$ cat src/rtl/datapath_hs_pkg.sv
// Shared types for the handshaked CPU datapath: ALU function codes, operand,
// immediate, write-data, PC and address selects, stack ops, memory FSM states
// and the ALU flag bundle. No logic lives here.
package dp_pkg;

   typedef enum logic [3:0] {
      ALU_ADD   = 4'd0,   // a + b
      ALU_ADC   = 4'd1,   // a + b + CFlag
      ALU_SUB   = 4'd2,   // a - b (C = no-borrow)
      ALU_SBC   = 4'd3,   // a + ~b + CFlag
      ALU_AND   = 4'd4,
      ALU_OR    = 4'd5,
      ALU_XOR   = 4'd6,
      ALU_NOT   = 4'd7,   // ~a
      ALU_SHL   = 4'd8,   // a << 1, C = shifted-out MSB
      ALU_SHR   = 4'd9,   // a >> 1 logical, C = shifted-out LSB
      ALU_ASR   = 4'd10,  // a >> 1 arithmetic, C = shifted-out LSB
      ALU_PASSA = 4'd11,
      ALU_PASSB = 4'd12
   } alu_func_t;

   typedef enum logic [1:0] {OP1_RD1 = 2'd0, OP1_PC = 2'd1, OP1_SP = 2'd2} op1_sel_t;
   typedef enum logic       {OP2_RD2 = 1'b0, OP2_IMM = 1'b1} op2_sel_t;
   typedef enum logic       {IMM_SHORT = 1'b0, IMM_LONG = 1'b1} imm_sel_t;
   typedef enum logic       {WD_MDR = 1'b0, WD_ALU = 1'b1} wd_sel_t;
   typedef enum logic [1:0] {PC_INC = 2'd0, PC_ALU = 2'd1, PC_LR = 2'd2, PC_MDR = 2'd3} pc_sel_t;
   typedef enum logic [1:0] {ADDR_PC = 2'd0, ADDR_ALUOUT = 2'd1, ADDR_SP = 2'd2} addr_sel_t;
   typedef enum logic [1:0] {SP_NONE = 2'd0, SP_PUSH = 2'd1, SP_POP = 2'd2} sp_op_t;
   typedef enum logic [1:0] {IDLE = 2'd0, REQ = 2'd1, DONE = 2'd2} mem_state_t;

   // Flag bundle in the order presented on the Flags port.
   typedef struct packed {
      logic n;
      logic z;
      logic c;
      logic v;
   } flags_t;

   // Width of the REQ-cycle timeout counter; TIMEOUT is limited to 1..255.
   localparam int TIMER_W = 8;

endpackage

$ cat src/rtl/datapath_hs_if.sv
// Memory port between the datapath (master) and the memory/bus arbiter (slave).
// Req/ack handshake: address, write data and direction are held while MemReq=1;
// MemAck is a single-cycle pulse, MemRData is valid only in the MemAck cycle.
interface datapath_hs_if #(
   parameter int DATA_W = 16
);
   logic [DATA_W-1:0] MemAddr;
   logic [DATA_W-1:0] MemWData;
   logic [DATA_W-1:0] MemRData;
   logic              MemReq;
   logic              MemWe;
   logic              MemAck;

   modport master (
      output MemAddr, MemWData, MemReq, MemWe,
      input  MemRData, MemAck
   );

   modport slave (
      input  MemAddr, MemWData, MemReq, MemWe,
      output MemRData, MemAck
   );
endinterface

$ cat src/rtl/datapath_hs_regfile.sv
// General register file: NREGS x DATA_W, two asynchronous read ports, one write port.
// Latency: reads combinational, write lands on the rising edge; read-during-write sees the old value.
// Backpressure: none; the caller gates we_i.
// Ports: clk_i/rst_i (sync, active-high, clears all registers), we_i/waddr_i/wdata_i write port,
//        raddr1_i/raddr2_i -> rdata1_o/rdata2_o read ports.
module regfile_p #(
   parameter int DATA_W = 16,
   parameter int NREGS  = 8
) (
   input  logic                       clk_i,
   input  logic                       rst_i,
   input  logic                       we_i,
   input  logic [$clog2(NREGS)-1:0]   waddr_i,
   input  logic [DATA_W-1:0]          wdata_i,
   input  logic [$clog2(NREGS)-1:0]   raddr1_i,
   input  logic [$clog2(NREGS)-1:0]   raddr2_i,
   output logic [DATA_W-1:0]          rdata1_o,
   output logic [DATA_W-1:0]          rdata2_o
);

   logic [DATA_W-1:0] regs_q [NREGS];

   always_ff @(posedge clk_i) begin
      if (rst_i) begin
         for (int i = 0; i < NREGS; i++) begin
            regs_q[i] <= '0;
         end
      end else if (we_i) begin
         regs_q[waddr_i] <= wdata_i;
      end
   end

   // NREGS is a power of two, so every index value addresses a real register.
   assign rdata1_o = regs_q[raddr1_i];
   assign rdata2_o = regs_q[raddr2_i];

endmodule

$ cat src/rtl/datapath_hs.sv
// CPU datapath: regfile, ALU + operand muxes, PC/LR/SP/IR/ALUOUT/MDR, req/ack memory port.
// Latency: one memory access takes >=3 cycles (launch, REQ until ack or TIMEOUT, DONE).
// Backpressure: Stall holds the control FSM during launch and REQ; architectural writes are gated.
// Ports: Clock, Reset (sync, active-high); mem (datapath_hs_if.master) memory handshake;
//        MemStart/MemRw/AddrSel launch control; AluOp/Op1Sel/Op2Sel/ImmSel/CFlag ALU control;
//        WdSel/PcSel/IrWe/PcWe/LrWe/RegWe/AluWe/SpOp register control;
//        Opcode=IR[15:8], Flags={N,Z,C,V}, Stall, sticky BusErr and StackErr.
module datapath_hs
   import dp_pkg::*;
#(
   parameter int          DATA_W   = 16,
   parameter int          NREGS    = 8,
   parameter logic [31:0] SP_RESET = 32'hFFFF,
   parameter logic [31:0] SP_LIMIT = 32'hFF00,
   parameter int          TIMEOUT  = 15
) (
   input  logic                 Clock,
   input  logic                 Reset,
   datapath_hs_if.master        mem,
   input  logic                 MemStart,
   input  logic                 MemRw,
   input  addr_sel_t            AddrSel,
   input  alu_func_t            AluOp,
   input  op1_sel_t             Op1Sel,
   input  op2_sel_t             Op2Sel,
   input  imm_sel_t             ImmSel,
   input  wd_sel_t              WdSel,
   input  pc_sel_t              PcSel,
   input  logic                 IrWe,
   input  logic                 PcWe,
   input  logic                 LrWe,
   input  logic                 RegWe,
   input  logic                 AluWe,
   input  sp_op_t               SpOp,
   input  logic                 CFlag,
   output logic [7:0]           Opcode,
   output logic [3:0]           Flags,
   output logic                 Stall,
   output logic                 BusErr,
   output logic                 StackErr
);

   localparam int                  RW       = $clog2(NREGS);
   localparam int                  M        = DATA_W - 1;
   localparam logic [DATA_W-1:0]   ONE      = DATA_W'(1);
   localparam logic [DATA_W-1:0]   SP_EMPTY = DATA_W'(SP_RESET);
   localparam logic [DATA_W-1:0]   SP_FLOOR = DATA_W'(SP_LIMIT);
   // The timer counts completed REQ cycles, so the TIMEOUT-th REQ cycle sees TIMEOUT-1.
   localparam logic [TIMER_W-1:0]  TMO_LAST = TIMER_W'(TIMEOUT - 1);

   // ---------------------------------------------------------------- state
   mem_state_t          state_q, state_d;
   logic [TIMER_W-1:0]  timer_q, timer_d;
   logic [DATA_W-1:0]   addr_q, addr_d;
   logic [DATA_W-1:0]   wdata_q, wdata_d;
   logic                we_q, we_d;
   logic                bus_err_q, bus_err_d;

   logic [DATA_W-1:0]   pc_q, pc_d;
   logic [DATA_W-1:0]   lr_q, lr_d;
   logic [DATA_W-1:0]   sp_q, sp_d;
   logic [DATA_W-1:0]   aluout_q, aluout_d;
   logic [DATA_W-1:0]   mdr_q, mdr_d;
   // IR only ever needs the 16-bit instruction word (opcode, register fields, immediates).
   logic [15:0]         ir_q, ir_d;
   logic                stack_err_q, stack_err_d;

   // ---------------------------------------------------------------- nets
   logic                arch_we;
   logic                mem_req;
   logic [RW-1:0]       rs1, rs2;
   logic [DATA_W-1:0]   rd1, rd2;
   logic                rf_we;
   logic [DATA_W-1:0]   rf_wd;
   logic [DATA_W-1:0]   op_a, op_b, imm_v, b_add;
   logic [DATA_W:0]     sum;
   logic                cin;
   logic [DATA_W-1:0]   alu_res;
   flags_t              alu_flags;
   logic [DATA_W-1:0]   addr_mux;

   // ---------------------------------------------------------------- regfile
   assign rs1 = ir_q[8 +: RW];
   assign rs2 = ir_q[2 +: RW];

   assign rf_we = RegWe && arch_we;
   assign rf_wd = (WdSel == WD_MDR) ? mdr_q : aluout_q;

   regfile_p #(
      .DATA_W (DATA_W),
      .NREGS  (NREGS)
   ) u_rf (
      .clk_i    (Clock),
      .rst_i    (Reset),
      .we_i     (rf_we),
      .waddr_i  (rs1),
      .wdata_i  (rf_wd),
      .raddr1_i (rs1),
      .raddr2_i (rs2),
      .rdata1_o (rd1),
      .rdata2_o (rd2)
   );

   // ---------------------------------------------------------------- ALU
   always_comb begin
      case (Op1Sel)
         OP1_PC:  op_a = pc_q;
         OP1_SP:  op_a = sp_q;
         default: op_a = rd1;
      endcase
      // Size cast of a signed value sign-extends to DATA_W.
      imm_v = (ImmSel == IMM_LONG) ? DATA_W'($signed(ir_q[7:0]))
                                   : DATA_W'($signed(ir_q[4:0]));
      op_b  = (Op2Sel == OP2_IMM) ? imm_v : rd2;
   end

   // One adder serves all four arithmetic ops: subtraction is a + ~b + 1, so the
   // carry out means "no borrow" and the overflow rule applies to a and ~b.
   always_comb begin
      b_add = ((AluOp == ALU_SUB) || (AluOp == ALU_SBC)) ? ~op_b : op_b;
      case (AluOp)
         ALU_ADD: cin = 1'b0;
         ALU_SUB: cin = 1'b1;
         default: cin = CFlag;
      endcase
      sum = {1'b0, op_a} + {1'b0, b_add} + {{DATA_W{1'b0}}, cin};

      alu_res     = sum[M:0];
      alu_flags.c = 1'b0;
      alu_flags.v = 1'b0;
      case (AluOp)
         ALU_ADD, ALU_ADC, ALU_SUB, ALU_SBC: begin
            alu_res     = sum[M:0];
            alu_flags.c = sum[DATA_W];
            alu_flags.v = (op_a[M] == b_add[M]) && (sum[M] != op_a[M]);
         end
         ALU_AND:   alu_res = op_a & op_b;
         ALU_OR:    alu_res = op_a | op_b;
         ALU_XOR:   alu_res = op_a ^ op_b;
         ALU_NOT:   alu_res = ~op_a;
         ALU_SHL: begin
            alu_res     = {op_a[M-1:0], 1'b0};
            alu_flags.c = op_a[M];
         end
         ALU_SHR: begin
            alu_res     = {1'b0, op_a[M:1]};
            alu_flags.c = op_a[0];
         end
         ALU_ASR: begin
            alu_res     = {op_a[M], op_a[M:1]};
            alu_flags.c = op_a[0];
         end
         ALU_PASSA: alu_res = op_a;
         ALU_PASSB: alu_res = op_b;
         default:   alu_res = sum[M:0];
      endcase
      alu_flags.n = alu_res[M];
      alu_flags.z = (alu_res == '0);
   end

   assign Flags = alu_flags;

   // ---------------------------------------------------------------- memory FSM
   always_ff @(posedge Clock) begin
      if (Reset) begin
         state_q <= IDLE;
      end else begin
         state_q <= state_d;
      end
   end

   always_comb begin
      state_d = state_q;
      case (state_q)
         IDLE:    if (MemStart) state_d = REQ;
         REQ:     if (mem.MemAck || (timer_q == TMO_LAST)) state_d = DONE;
         DONE:    state_d = IDLE;
         default: state_d = IDLE;
      endcase
   end

   always_comb begin
      mem_req = (state_q == REQ);
      Stall   = ((state_q == IDLE) && MemStart) || (state_q == REQ);
   end

   // While stalled only MDR may change; everything else waits for DONE or IDLE.
   assign arch_we = !Stall;

   // Push presents the pre-decremented SP in the same cycle it is requested.
   always_comb begin
      case (AddrSel)
         ADDR_ALUOUT: addr_mux = aluout_q;
         ADDR_SP:     addr_mux = (SpOp == SP_PUSH) ? (sp_q - ONE) : sp_q;
         default:     addr_mux = pc_q;
      endcase
   end

   // Memory-side registers: launch latches, REQ timer, read capture and timeout flag.
   always_comb begin
      addr_d    = addr_q;
      wdata_d   = wdata_q;
      we_d      = we_q;
      timer_d   = timer_q;
      mdr_d     = mdr_q;
      bus_err_d = bus_err_q;
      case (state_q)
         IDLE: begin
            if (MemStart) begin
               addr_d  = addr_mux;
               wdata_d = rd2;
               we_d    = MemRw;
               timer_d = '0;
            end
         end
         REQ: begin
            timer_d = timer_q + TIMER_W'(1);
            if (mem.MemAck) begin
               if (!we_q) mdr_d = mem.MemRData;
            end else if (timer_q == TMO_LAST) begin
               bus_err_d = 1'b1;
            end
         end
         default: ;
      endcase
   end

   // ---------------------------------------------------------------- architectural registers
   always_comb begin
      pc_d        = pc_q;
      lr_d        = lr_q;
      ir_d        = ir_q;
      aluout_d    = aluout_q;
      sp_d        = sp_q;
      stack_err_d = stack_err_q;

      if (arch_we) begin
         if (PcWe) begin
            case (PcSel)
               PC_ALU:  pc_d = alu_res;
               PC_LR:   pc_d = lr_q;
               PC_MDR:  pc_d = mdr_q;
               default: pc_d = pc_q + ONE;
            endcase
         end
         if (LrWe)  lr_d     = pc_q + ONE;
         if (IrWe)  ir_d     = 16'(mdr_q);
         if (AluWe) aluout_d = alu_res;

         // Out-of-bounds stack ops leave SP alone and raise the sticky error.
         case (SpOp)
            SP_PUSH: begin
               if (sp_q == SP_FLOOR) stack_err_d = 1'b1;
               else                  sp_d        = sp_q - ONE;
            end
            SP_POP: begin
               if (sp_q == SP_EMPTY) stack_err_d = 1'b1;
               else                  sp_d        = sp_q + ONE;
            end
            default: ;
         endcase
      end
   end

   always_ff @(posedge Clock) begin
      if (Reset) begin
         timer_q     <= '0;
         addr_q      <= '0;
         wdata_q     <= '0;
         we_q        <= 1'b0;
         bus_err_q   <= 1'b0;
         pc_q        <= '0;
         lr_q        <= '0;
         sp_q        <= SP_EMPTY;
         aluout_q    <= '0;
         mdr_q       <= '0;
         ir_q        <= '0;
         stack_err_q <= 1'b0;
      end else begin
         timer_q     <= timer_d;
         addr_q      <= addr_d;
         wdata_q     <= wdata_d;
         we_q        <= we_d;
         bus_err_q   <= bus_err_d;
         pc_q        <= pc_d;
         lr_q        <= lr_d;
         sp_q        <= sp_d;
         aluout_q    <= aluout_d;
         mdr_q       <= mdr_d;
         ir_q        <= ir_d;
         stack_err_q <= stack_err_d;
      end
   end

   // ---------------------------------------------------------------- outputs
   assign mem.MemAddr  = addr_q;
   assign mem.MemWData = wdata_q;
   assign mem.MemWe    = we_q;
   assign mem.MemReq   = mem_req;
   assign Opcode       = ir_q[15:8];
   assign BusErr       = bus_err_q;
   assign StackErr     = stack_err_q;

endmodule

$ cat src/flat_wrapper.sv
// flat-port wrapper written by rule: the top's interface ports become plain ports
module datapath_hs_flat import dp_pkg::*;
#(
   parameter int          DATA_W   = 16,
   parameter int          NREGS    = 8,
   parameter logic [31:0] SP_RESET = 32'hFFFF,
   parameter logic [31:0] SP_LIMIT = 32'hFF00,
   parameter int          TIMEOUT  = 15
)
  (Clock, Reset, MemStart, MemRw, AddrSel, AluOp, Op1Sel, Op2Sel, ImmSel, WdSel, PcSel, IrWe, PcWe, LrWe, RegWe, AluWe, SpOp, CFlag, Opcode, Flags, Stall, BusErr, StackErr, mem_MemAddr, mem_MemWData, mem_MemReq, mem_MemWe, mem_MemRData, mem_MemAck);
  datapath_hs_if #(.DATA_W(DATA_W)) mem_i ();
  input  logic Clock;
  input  logic Reset;
  input  logic MemStart;
  input  logic MemRw;
  input  addr_sel_t AddrSel;
  input  alu_func_t AluOp;
  input  op1_sel_t Op1Sel;
  input  op2_sel_t Op2Sel;
  input  imm_sel_t ImmSel;
  input  wd_sel_t WdSel;
  input  pc_sel_t PcSel;
  input  logic IrWe;
  input  logic PcWe;
  input  logic LrWe;
  input  logic RegWe;
  input  logic AluWe;
  input  sp_op_t SpOp;
  input  logic CFlag;
  output logic [7:0] Opcode;
  output logic [3:0] Flags;
  output logic Stall;
  output logic BusErr;
  output logic StackErr;
  output wire logic [$bits(mem_i.MemAddr)-1:0] mem_MemAddr;
  output wire logic [$bits(mem_i.MemWData)-1:0] mem_MemWData;
  output wire logic [$bits(mem_i.MemReq)-1:0] mem_MemReq;
  output wire logic [$bits(mem_i.MemWe)-1:0] mem_MemWe;
  input wire logic [$bits(mem_i.MemRData)-1:0] mem_MemRData;
  input wire logic [$bits(mem_i.MemAck)-1:0] mem_MemAck;
  assign mem_MemAddr = mem_i.MemAddr;
  assign mem_MemWData = mem_i.MemWData;
  assign mem_MemReq = mem_i.MemReq;
  assign mem_MemWe = mem_i.MemWe;
  assign mem_i.MemRData = mem_MemRData;
  assign mem_i.MemAck = mem_MemAck;
  datapath_hs #(.DATA_W(DATA_W), .NREGS(NREGS), .SP_RESET(SP_RESET), .SP_LIMIT(SP_LIMIT), .TIMEOUT(TIMEOUT)) u_core (.Clock(Clock), .Reset(Reset), .mem(mem_i), .MemStart(MemStart), .MemRw(MemRw), .AddrSel(AddrSel), .AluOp(AluOp), .Op1Sel(Op1Sel), .Op2Sel(Op2Sel), .ImmSel(ImmSel), .WdSel(WdSel), .PcSel(PcSel), .IrWe(IrWe), .PcWe(PcWe), .LrWe(LrWe), .RegWe(RegWe), .AluWe(AluWe), .SpOp(SpOp), .CFlag(CFlag), .Opcode(Opcode), .Flags(Flags), .Stall(Stall), .BusErr(BusErr), .StackErr(StackErr));
endmodule
$ cat config.mk
export PLATFORM = sky130hd
export DESIGN_NAME = datapath_hs_flat
export DESIGN_NICKNAME = d
export VERILOG_FILES = /design/src/rtl/datapath_hs_pkg.sv /design/src/rtl/datapath_hs_if.sv /design/src/rtl/datapath_hs_regfile.sv /design/src/rtl/datapath_hs.sv /design/src/flat_wrapper.sv
export SDC_FILE = /design/constraint.sdc
export NUM_CORES = 1
export LEC_CHECK = 0
export ABC_CLOCK_PERIOD_IN_PS = 6100
export CORE_MARGIN = 3
export CORE_UTILIZATION = 50
export DETAILED_ROUTE_END_ITERATION = 6
export DONT_BUFFER_PORTS = 1
export PLACE_DENSITY = 0.68
export SETUP_SLACK_MARGIN = 0.5
export SLEW_MARGIN = 20
export SYNTH_ARGS = -nofsm -noshare
export SYNTH_HDL_FRONTEND = slang
export SYNTH_SLANG_ARGS = --single-unit
$ cat constraint.sdc
create_clock -name Clock -period 6.1 [get_ports Clock]
set_input_delay 1.22 -clock Clock [delete_from_list [all_inputs] [get_ports Clock]]
set_output_delay 1.22 -clock Clock [all_outputs]
set_load 0.005 [all_outputs]
==> impl_metrics.env, run 1 <==
export IMPL_synthesis_area_um2=16600
export IMPL_io_pins=91
export IMPL_coreArea_um2=32600
export IMPL_min_period_over_period_pct=101
export IMPL_worst_path_max_fanout=5
export IMPL_met1_length_mm=21.9
export IMPL_holdCritStartpoint="u_core.ir_q[1]"
export IMPL_crit_type="reg -> out"
export IMPL_drv_cap=0
export IMPL_cts_buffers=30
export IMPL_setup_viol=1
export IMPL_multi_input_area_um2=9300
export IMPL_syn_avg_cell_area_um2=9.34
export IMPL_grt_use_total_pct=30.1
export IMPL_status="finished with violations"
export IMPL_fill_cells=2766
export IMPL_r2r_end="u_core.pc_q[11]"
export IMPL_yosysUniqueCellTypes=81
export IMPL_async_flop_share_pct=0
export IMPL_drt_drc_violations_left=0
export IMPL_vias_per_cell=6.39
export IMPL_cts_tree="built"
export IMPL_tightestPinTransition_ns=1.10
export IMPL_die_y_um=188
export IMPL_cts_sinks=275
export IMPL_critPathMaxStageDelay_ns=0.52
export IMPL_crit_arrival_ns=4.92
export IMPL_final_common_cell="nor2_1"
export IMPL_grt_max_degree=153
export IMPL_antenna_left=0
export IMPL_skew_ns=0.0310
export IMPL_finalHoldWorstSlack_ns=0.461
export IMPL_detailed_place_hpwl_mm=38.2
export IMPL_largest_register_ffs=128
export IMPL_yosysSeqAreaShare_pct=40.8
export IMPL_yosysWarnings=0
export IMPL_crit_chain="mux4_2, mux2_4, mux2i_4, xnor2_2, fa_2, ha_4, a21o_1, a21o_1, a21o_1, nor3_2, o21ai_2, a31oi_2, xnor2_1, o21ai_1, nand4_1, or4_4, nor4b_4, buf_4"
export IMPL_syn_num_nets=1881
export IMPL_gr_total_overflow=0
export IMPL_worst_setup_path_end_kind="primary output"
export IMPL_fin_ws_ns=-0.0438
export IMPL_cp_start_kind="flip-flop"
export IMPL_wl_per_cell_um=23.9
export IMPL_drtIter0Drc=1657
export IMPL_required_ns=4.88
export IMPL_layout_common_cells="261 x nor2_1, 210 x nand2_1, 145 x dfxtp_1"
export IMPL_max_freq_mhz=163
export IMPL_holdCritPathClass="reg -> reg"
export IMPL_critical_path_slowest_cell="mux4_2"
export IMPL_reg2reg_depth=19
export IMPL_grt_pass1_wl_mm=83.1
export IMPL_synthCells=1779
export IMPL_dr_wl_met3_mm=5.14
export IMPL_clk_latency_ns=0.59
export IMPL_p_leak_uw=0.00682
export IMPL_ys_top_cells_by_area="edfxtp_1 23%, dfxtp_1 18%, mux4_2 9.4%, nor2_1 5.9%, nand2_1 4.8%"
export IMPL_die_x_um=188
export IMPL_drt_first_pass_iters=7
export IMPL_min_period_ns=6.14
export IMPL_peakVddDrop_mv=0.268
export IMPL_cpMostUsedCell="a21o_1"
export IMPL_seq_area_um2=6790
export IMPL_min_path_cells=2
export IMPL_antenna_found_initial=0
export IMPL_failed_checks="setup timing"
export IMPL_powerDensity_nw_per_um2=265
export IMPL_rrSetupSlack_ns=1.43
export IMPL_drive_gt1_share_pct=18.3
export IMPL_fin_nets=1901
export IMPL_clk_path_buf_depth=3
export IMPL_clk_pin_slew_ns=0.06
export IMPL_fin_util_pct=58.4
export IMPL_holdPathEnd="u_core.ir_q[1]"
export IMPL_synth_seq_cells=275
export IMPL_slew_viol_final=0
export IMPL_num_vias=14458
export IMPL_areaGrowthSynthToFinish_pct=14.6
export IMPL_synthFlopType="dfxtp_1"
export IMPL_io_buffers=0
export IMPL_yosysTopAreaCellShare_pct=23.1
export IMPL_die_area_um2=35500
export IMPL_gp_congestion=1.02
export IMPL_synth_edf_count=128
export IMPL_ctsHoldBuffers=0
export IMPL_max_slew_margin_pct=24.3
export IMPL_routed_wl_met2_mm=24.6
export IMPL_routed_wl_mm=54.1
export IMPL_rows=66
export IMPL_start_util_pct=50.9
export IMPL_rsz0062_at_grt="true"
export IMPL_top_layer_used="met4"
export IMPL_final_hold_viol_count=0
export IMPL_antenna_cells=0
export IMPL_first_global_vias=13769
export IMPL_synth_largest_area_cell="edfxtp_1"
export IMPL_root_buffer="clkbuf_16"
export IMPL_ctsHtreeMaxLevel=1
export IMPL_top_register="u_core.u_rf.regs_q"
-- cells by family after synthesis --
family	count (synthesis)	share of synthesized area [%]
buffers and inverters	205	5.23
adder cells (fa/ha/maj)	60	4.56
flip-flops	275	40.8
AND/OR/NAND/NOR	655	17.3
multiplexers	136	13.7
XOR/XNOR	61	3.33
AO/OA/AOI/OAI	387	15.1
-- power by group --
group / internal [uW] / switching (uW)
combinational: 421 / 598
clock: 1150 / 787
sequential: 2010 / 90.0
-- final cells by class --
class / instances / share of cell area [%]
Timing Repair Buffer: 124 / 5.51
Sequential cell: 275 / 35.7
Clock inverter: 13 / 0.959
Inverter: 69 / 1.44
Multi-Input combinational cell: 1299 / 48.9
Clock buffer: 42 / 4.66
Tap cell: 442 / 2.90
-- routing by layer --
| metal | global-route usage (%) | vias to the layer above |
|---|---|---|
| met4 | 11.7 | 0 |
| li1 | - | 6445 |
| met3 | 5.25 | 161 |
| met2 | 47.6 | 831 |
| met1 | 41.5 | 7021 |
| met5 | 0 | - |
-- how the worst max path moves through the flow --
stage | cells after the start | to | slack [ns] | from
2_1_floorplan | 19 | Flags[2] | 0.25 | Op1Sel[1]
3_3_place_gp | 18 | Flags[2] | 0.07 | Op1Sel[0]
3_5_place_dp | 18 | Flags[2] | -0.03 | Op1Sel[0]
4_1_cts | 18 | Flags[2] | -0.09 | flip-flop
5_1_grt | 18 | Flags[2] | -0.22 | flip-flop
6_report | 18 | Flags[2] | -0.04 | flip-flop
-- synthesized netlist by cell type (4+ instances only) --
library cell    n
or3_1           6
a211oi_1       44
dfxtp_1       147
inv_1          67
buf_4          11
a31oi_1         8
and3_1         22
buf_2           8
nor3_1         37
ha_1           59
a22oi_1        32
nor2_1        261
xor2_1         28
o21ai_0        58
o2111ai_1       9
nand4_1        10
mux2_2          8
mux2i_1        55
nor2b_1        10
and2_1         15
xnor2_1        32
o21a_1          9
a21o_1          5
nand2b_1       20
mux4_2         69
a221oi_1       24
a21oi_1       141
edfxtp_1      128
o211ai_1        8
buf_6           6
buf_1           7
or2_2           4
clkbuf_1      103
nor4_1          6
o21ai_1         6
nand3_1        36
o22ai_1         8
nand2_1       211
-- what timing repair did --
item                       in CTS  in global routing
buffers inserted               16                  6
gates cloned                    1                  0
setup endpoints to repair       4                  4
pin swaps                      12                 22
gates resized for setup        32                 41
-- worst max-delay path, delay by kind of cell, from the launching register on --
kind	cells	cell delay, ns
adders and majority gates	2	0.55
AOI/OAI and AO/OA	6	0.97
buffers and inverters	1	0.15
xor gates and xnor gates	2	0.18
and+or+nand+nor	4	1.03
DFF	1	0.41
muxes	3	1.03
-- stage by stage --
stage	instances	TNS (ns)	setup WS (ns)	power (uW)	cell area [um^2]
finish	2264	-0.0438	-0.0438	5050	19000
floorplan	1779	0	0.247	2730	16700
global placement	2186	0	0.0670	3050	17400
global route	2264	-0.219	-0.219	5230	19000
detailed placement	2186	-0.0260	-0.0260	3060	17400
CTS	2258	-0.0874	-0.0874	5000	18800
(Power assumes the default switching activity.)
==> inputs of run 2 (changes only) <==
--- a/config.mk
+++ b/config.mk
@@ -6,11 +6,10 @@
 export NUM_CORES = 1
 export LEC_CHECK = 0
 export ABC_CLOCK_PERIOD_IN_PS = 6100
-export CORE_MARGIN = 3
-export CORE_UTILIZATION = 50
+export CORE_MARGIN = 2
+export CORE_UTILIZATION = 35
 export DETAILED_ROUTE_END_ITERATION = 6
 export DONT_BUFFER_PORTS = 1
-export PLACE_DENSITY = 0.68
 export SETUP_SLACK_MARGIN = 0.5
 export SLEW_MARGIN = 20
 export SYNTH_ARGS = -nofsm -noshare
==> run 2 against run 1 <==
Net effect: the run ends with DRC, setup timing left; total power rose by 0.27%; die area rose by 39%; final area grew 0.23%; non-clock buffer count down 15; worst setup slack worse by 0.037 ns; flip-flop and latch count is the same; global-route usage decreased by 7.7 points; final cell count increased by 6.7%; clock power about the same; worst hold slack gained 0.0021 ns; first-iteration DRC count decreased by 1.1%; critical path type unchanged.
==> impl_metrics.env, run 2 (synthesized netlist as in run 1, its figures left out) <==
export IMPL_fill_cells=4511
export IMPL_fin_ws_ns=-0.0806
export IMPL_tightestPinTransition_ns=1.15
export IMPL_cp_start_kind="flip-flop"
export IMPL_die_area_um2=49200
export IMPL_vias_per_cell=5.80
export IMPL_first_global_vias=13499
export IMPL_finalHoldWorstSlack_ns=0.463
export IMPL_die_y_um=222
export IMPL_grt_pass1_wl_mm=84.6
export IMPL_root_buffer="clkbuf_16"
export IMPL_antenna_found_initial=0
export IMPL_holdCritPathClass="reg -> reg"
export IMPL_final_hold_viol_count=0
export IMPL_gp_congestion=0.915
export IMPL_slew_viol_final=0
export IMPL_largest_register_ffs=128
export IMPL_required_ns=4.88
export IMPL_max_freq_mhz=162
export IMPL_drt_first_pass_iters=7
export IMPL_skew_ns=0.0104
export IMPL_min_period_ns=6.18
export IMPL_setup_viol=1
export IMPL_ctsHtreeMaxLevel=1
export IMPL_coreArea_um2=46700
export IMPL_rsz0062_at_grt="true"
export IMPL_antenna_left=0
export IMPL_clk_pin_slew_ns=0.06
export IMPL_crit_type="reg -> out"
export IMPL_rows=79
export IMPL_cts_tree="built"
export IMPL_top_register="u_core.u_rf.regs_q"
export IMPL_crit_arrival_ns=4.96
export IMPL_detailed_place_hpwl_mm=40.5
export IMPL_cts_sinks=275
export IMPL_ctsHoldBuffers=0
export IMPL_io_pins=91
export IMPL_clk_latency_ns=0.58
export IMPL_drv_cap=0
export IMPL_worst_path_max_fanout=5
export IMPL_wl_per_cell_um=23.4
export IMPL_clk_path_buf_depth=3
export IMPL_drtIter0Drc=1639
export IMPL_status="finished with violations"
export IMPL_cts_buffers=30
export IMPL_areaGrowthSynthToFinish_pct=14.9
export IMPL_num_vias=14018
export IMPL_peakVddDrop_mv=0.223
export IMPL_fin_nets=1886
export IMPL_final_common_cell="nor2_1"
export IMPL_die_x_um=222
export IMPL_failed_checks="DRC, setup timing"
export IMPL_drive_gt1_share_pct=16.6
export IMPL_io_buffers=0
export IMPL_grt_max_degree=153
export IMPL_p_leak_uw=0.00676
export IMPL_gr_total_overflow=0
export IMPL_powerDensity_nw_per_um2=266
export IMPL_start_util_pct=35.6
export IMPL_routed_wl_mm=56.6
export IMPL_min_period_over_period_pct=101
export IMPL_max_slew_margin_pct=21.5
export IMPL_grt_use_total_pct=22.4
export IMPL_antenna_cells=0
export IMPL_worst_setup_path_end_kind="primary output"
export IMPL_drt_drc_violations_left=1
export IMPL_layout_common_cells="261 x nor2_1, 211 x nand2_1, 145 x dfxtp_1"
export IMPL_power_uw=5070
==> run 2: cell count changes in the layout (fill, tap and decap cells not counted), moves of 3 or more <==
cell,delta
ha_1,+3
clkbuf_1,+4
mux2i_1,+6
mux2i_2,-7
buf_4,-11
buf_6,-5
==> run 2: worst paths after layout <==
kind                                     start         endpoint  slack [ns]  cells after the start
worst min-delay path            u_core.lr_q[1]   u_core.lr_q[1]        0.46                      2
worst max register to register       flip-flop  u_core.pc_q[13]        1.61                     18
worst min register to register  u_core.lr_q[1]   u_core.lr_q[1]        0.46                      2
worst max-delay path                 flip-flop         Flags[2]       -0.08                     18
==> run 2: per-layer routing <==
layer	track usage [%]	wire [um]	vias up
met3	3.86	4160	108
met1	29.5	23900	6870
li1	-	-	6421
met2	36.9	26500	619
met5	0	0	-
met4	8.48	1990	0
==> run 2: per-stage QoR <==
step	cells	area, um^2	TNS [ns]	setup slack, ns	util (%)
after global placement	2342	17600	0	0.102	37.7
after floorplan	1779	16700	0	0.247	-
after global routing	2415	19100	-0.267	-0.267	40.9
after detailed placement	2342	17600	0	0.0477	37.7
final	2415	19100	-0.0806	-0.0806	40.9
after CTS	2410	19000	-0.0779	-0.0779	40.7
==> run 2: repair_timing <==
| item | in CTS | in global routing |
|---|---|---|
| hold endpoints to repair | 0 | 0 |
| pin swaps | 13 | 6 |
| buffers inserted | 10 | 4 |
| gates resized for setup | 41 | 10 |
| cloned | 2 | 1 |
| setup endpoints to repair | 4 | 4 |
==> run 2: final cells by class <==
cell class                      instances  area [um^2]  area share (%)
Multi-Input combinational cell       1299         9260            48.5
Timing Repair Buffer                  109          942            4.94
Clock inverter                         12          190           0.996
Sequential cell                       275         6790            35.6
Tap cell                              607          759            3.98
Inverter                               69          272            1.42
Clock buffer                           44          875            4.58
==> run 2: critical path: stages, from the launching register on <==
cell	delay (ns)
dfxtp_4	0.40
mux4_2	0.50
mux2_4	0.32
mux2i_4	0.22
xnor2_2	0.10
fa_2	0.38
ha_4	0.17
a21o_1	0.14
a21o_1	0.15
a21o_1	0.18
nor3_2	0.20
o21ai_2	0.10
a31oi_1	0.21
xnor2_1	0.09
o21ai_1	0.16
nand4_1	0.12
or4_4	0.53
nor4b_4	0.26
buf_4	0.15
==> run 2: power breakdown <==
part / internal [uW] / leakage, uW / switching (uW)
combinational: 408 / 0.00372 / 593
clock: 1200 / 0.000520 / 763
sequential: 2010 / 0.00252 / 94.4
total: 3620 / 0.00676 / 1450
==> inputs of run 3 (changes only) <==
--- a/config.mk
+++ b/config.mk
@@ -10,7 +10,7 @@
 export CORE_UTILIZATION = 35
 export DETAILED_ROUTE_END_ITERATION = 6
 export DONT_BUFFER_PORTS = 1
-export SETUP_SLACK_MARGIN = 0.5
+export SETUP_SLACK_MARGIN = 0.2
 export SLEW_MARGIN = 20
 export SYNTH_ARGS = -nofsm -noshare
 export SYNTH_HDL_FRONTEND = slang
==> run 3 against run 2 <==
Net effect: the flow finishes with violations (setup timing); sequential share of layout area up 0.39 points; global-route usage down 0.46 points; register-to-register slack worse by 0.06 ns; worst hold slack better by 0.0078 ns; via count grew 0.83%; worst setup slack lost 0.095 ns; total power shrank 0.56%; flip-flop and latch count unchanged; sequential power about the same; largest cell class unchanged; largest power group unchanged.
==> impl_metrics.env, run 3 (synthesized netlist as in run 1, its figures left out) <==
export IMPL_worst_setup_path_end_kind="primary output"
export IMPL_dpl_cell_count=2350
export IMPL_drt_drc_violations_left=0
export IMPL_first_global_vias=13626
export IMPL_grt_met3_usage_pct=3.71
export IMPL_clk_path_buf_depth=3
export IMPL_areaGrowthSynthToFinish_pct=13.6
export IMPL_clk_pin_slew_ns=0.06
export IMPL_num_vias=14135
export IMPL_failed_checks="setup timing"
export IMPL_final_cells=2418
export IMPL_layout_common_cells="261 x nor2_1, 211 x nand2_1, 144 x dfxtp_1"
export IMPL_critPathTopFamily="compound AO/OA/AOI/OAI gates"
export IMPL_max_slew_margin_pct=22.2
export IMPL_drt_first_pass_iters=6
export IMPL_slew_viol_final=0
export IMPL_die_area_um2=49200
export IMPL_pwr_share_clk_pct=39.4
export IMPL_fin_nets=1888
export IMPL_critPathMaxStageDelay_ns=0.58
export IMPL_skew_ns=0.0281
export IMPL_detailed_place_hpwl_mm=40.0
export IMPL_start_util_pct=35.6
export IMPL_grtUsageMet2_pct=36.3
export IMPL_peakVddDrop_mv=0.195
export IMPL_p_switching_uw=1450
export IMPL_required_ns=4.88
export IMPL_gp_congestion=0.965
export IMPL_worst_path_max_fanout=4
export IMPL_crit_buf_inv=1
export IMPL_status="finished with violations"
export IMPL_min_path_cells=2
export IMPL_cts_sinks=275
export IMPL_min_period_over_period_pct=103
export IMPL_grt_pass1_wl_mm=83.5
export IMPL_grt_busiest_layer="met2"
export IMPL_setup_viol=1
export IMPL_crit_chain="mux4_2, mux2_4, mux2i_4, xnor2_2, fa_2, ha_2, a21o_1, a21o_1, a21o_1, a21oi_1, o21ai_2, xor2_1, o22ai_1, nand4_1, or4_4, nor4b_4, buf_4"
export IMPL_largest_register_ffs=128
export IMPL_p_leak_uw=0.00671
export IMPL_rsz0062_at_grt="true"
export IMPL_tightestPinTransition_ns=1.17
export IMPL_final_hold_viol_count=0
export IMPL_antenna_left=0
export IMPL_cp_num_cells=17
export IMPL_io_pins=91
export IMPL_antenna_cells=0
export IMPL_tns_ns=-0.176
export IMPL_ctsHtreeMaxLevel=1
export IMPL_powerDensity_nw_per_um2=267
export IMPL_power_uw=5040
export IMPL_cp_start_kind="flip-flop"
export IMPL_min_period_ns=6.28
export IMPL_drtIter0Drc=1675
export IMPL_crit_arrival_ns=5.06
export IMPL_wl_per_cell_um=23.0
export IMPL_rows=79
export IMPL_crit_type="reg -> out"
export IMPL_clk_latency_ns=0.59
export IMPL_drive_gt1_share_pct=16.1
export IMPL_antenna_found_initial=0
export IMPL_final_common_cell="nor2_1"
export IMPL_grt_use_total_pct=21.9
export IMPL_pwr_share_seq_pct=41.8
export IMPL_die_y_um=222
export IMPL_critical_path_slowest_cell="or4_4"
export IMPL_die_x_um=222
export IMPL_coreArea_um2=46700
export IMPL_top_register="u_core.u_rf.regs_q"
export IMPL_vias_per_cell=5.85
export IMPL_root_buffer="clkbuf_16"
export IMPL_io_buffers=0
export IMPL_gr_total_overflow=0
export IMPL_global_route_usage_met1_pct=29.1
export IMPL_ctsHoldBuffers=0
export IMPL_switching_share_pct=28.7
export IMPL_holdCritPathClass="reg -> reg"
export IMPL_routed_wl_mm=55.6
export IMPL_grt_max_degree=153
export IMPL_max_freq_mhz=159
export IMPL_reg2reg_depth=19
export IMPL_cpMostUsedCell="a21o_1"
export IMPL_p_int_uw=3590
export IMPL_fin_ws_ns=-0.176
export IMPL_comb_power_share_pct=18.8
export IMPL_cts_buffers=31
export IMPL_drv_cap=0
export IMPL_cts_tree="built"
==> run 3: cell count changes in the layout (fill, tap and decap cells not counted), sizes merged <==
| cell | change |
|---|---|
| inv | +3 |
| buf | +2 |
| clkbuf | -2 |
| bufinv | -1 |
| clkinvlp | +1 |
==> run 3: worst register-to-register path: cells and delay by family (launching register included) <==
kind	cells	cell delay, ns
AO/OA/AOI/OAI	7	1.24
XOR/XNOR	2	0.25
adder cells (fa/ha/maj)	2	0.55
buffers and inverters	3	0.40
flip-flops	1	0.40
multiplexers	4	1.50
AND/OR/NAND/NOR	1	0.13
==> run 3: per-stage QoR <==
| stage | hold slack, ns | worst slack (ns) | instance area, um^2 | utilization, % |
|---|---|---|---|---|
| 2_1_floorplan | 0.432 | 0.201 | 16700 | - |
| 3_3_place_gp | 0.440 | 0.0386 | 17600 | 37.7 |
| 5_1_grt | 0.488 | -0.401 | 18900 | 40.5 |
| 3_5_place_dp | 0.455 | -0.0119 | 17600 | 37.7 |
| 4_1_cts | 0.464 | -0.124 | 18800 | 40.3 |
| 6_report | 0.471 | -0.176 | 18900 | 40.5 |
==> run 3: worst paths after layout <==
path	startpoint	endpoint	slack, ns
max	flip-flop	Flags[2]	-0.18
min	u_core.lr_q[1]	u_core.lr_q[1]	0.47
max reg2reg	flip-flop	u_core.pc_q[8]	1.55
min reg2reg	u_core.lr_q[1]	u_core.lr_q[1]	0.47
==> run 3: layer usage <==
layer	wire length (um)	share of wire, %
met1	22900	41
met2	26200	47
met3	4720	8.5
met4	1730	3.1
met5	0	0
==> run 3: area by class of cell <==
type | instances | area (um^2)
Tap cell | 607 | 759
Timing Repair Buffer | 110 | 880
Sequential cell | 275 | 6790
Multi-Input combinational cell | 1299 | 9100
Clock buffer | 43 | 901
Inverter | 69 | 259
Clock inverter | 15 | 189
Fill cell | 4600 | 27800
==> run 3: power groups by stage <==
stage | sequential (uW) | clock (uW) | combinational [uW]
global placement | 2140 | 0 | 895
global route | 2110 | 2080 | 1020
finish | 2110 | 1990 | 947
CTS | 2100 | 2010 | 929
detailed placement | 2140 | 0 | 909
floorplan | 2090 | 0 | 639
==> run 3: timing repair <==
item                                   CTS  global route
endpoints found under the hold margin    0             0
pin swaps                                2             3
setup buffers                            2             8
gates resized for setup                 21             3
setup endpoints to repair                4             4
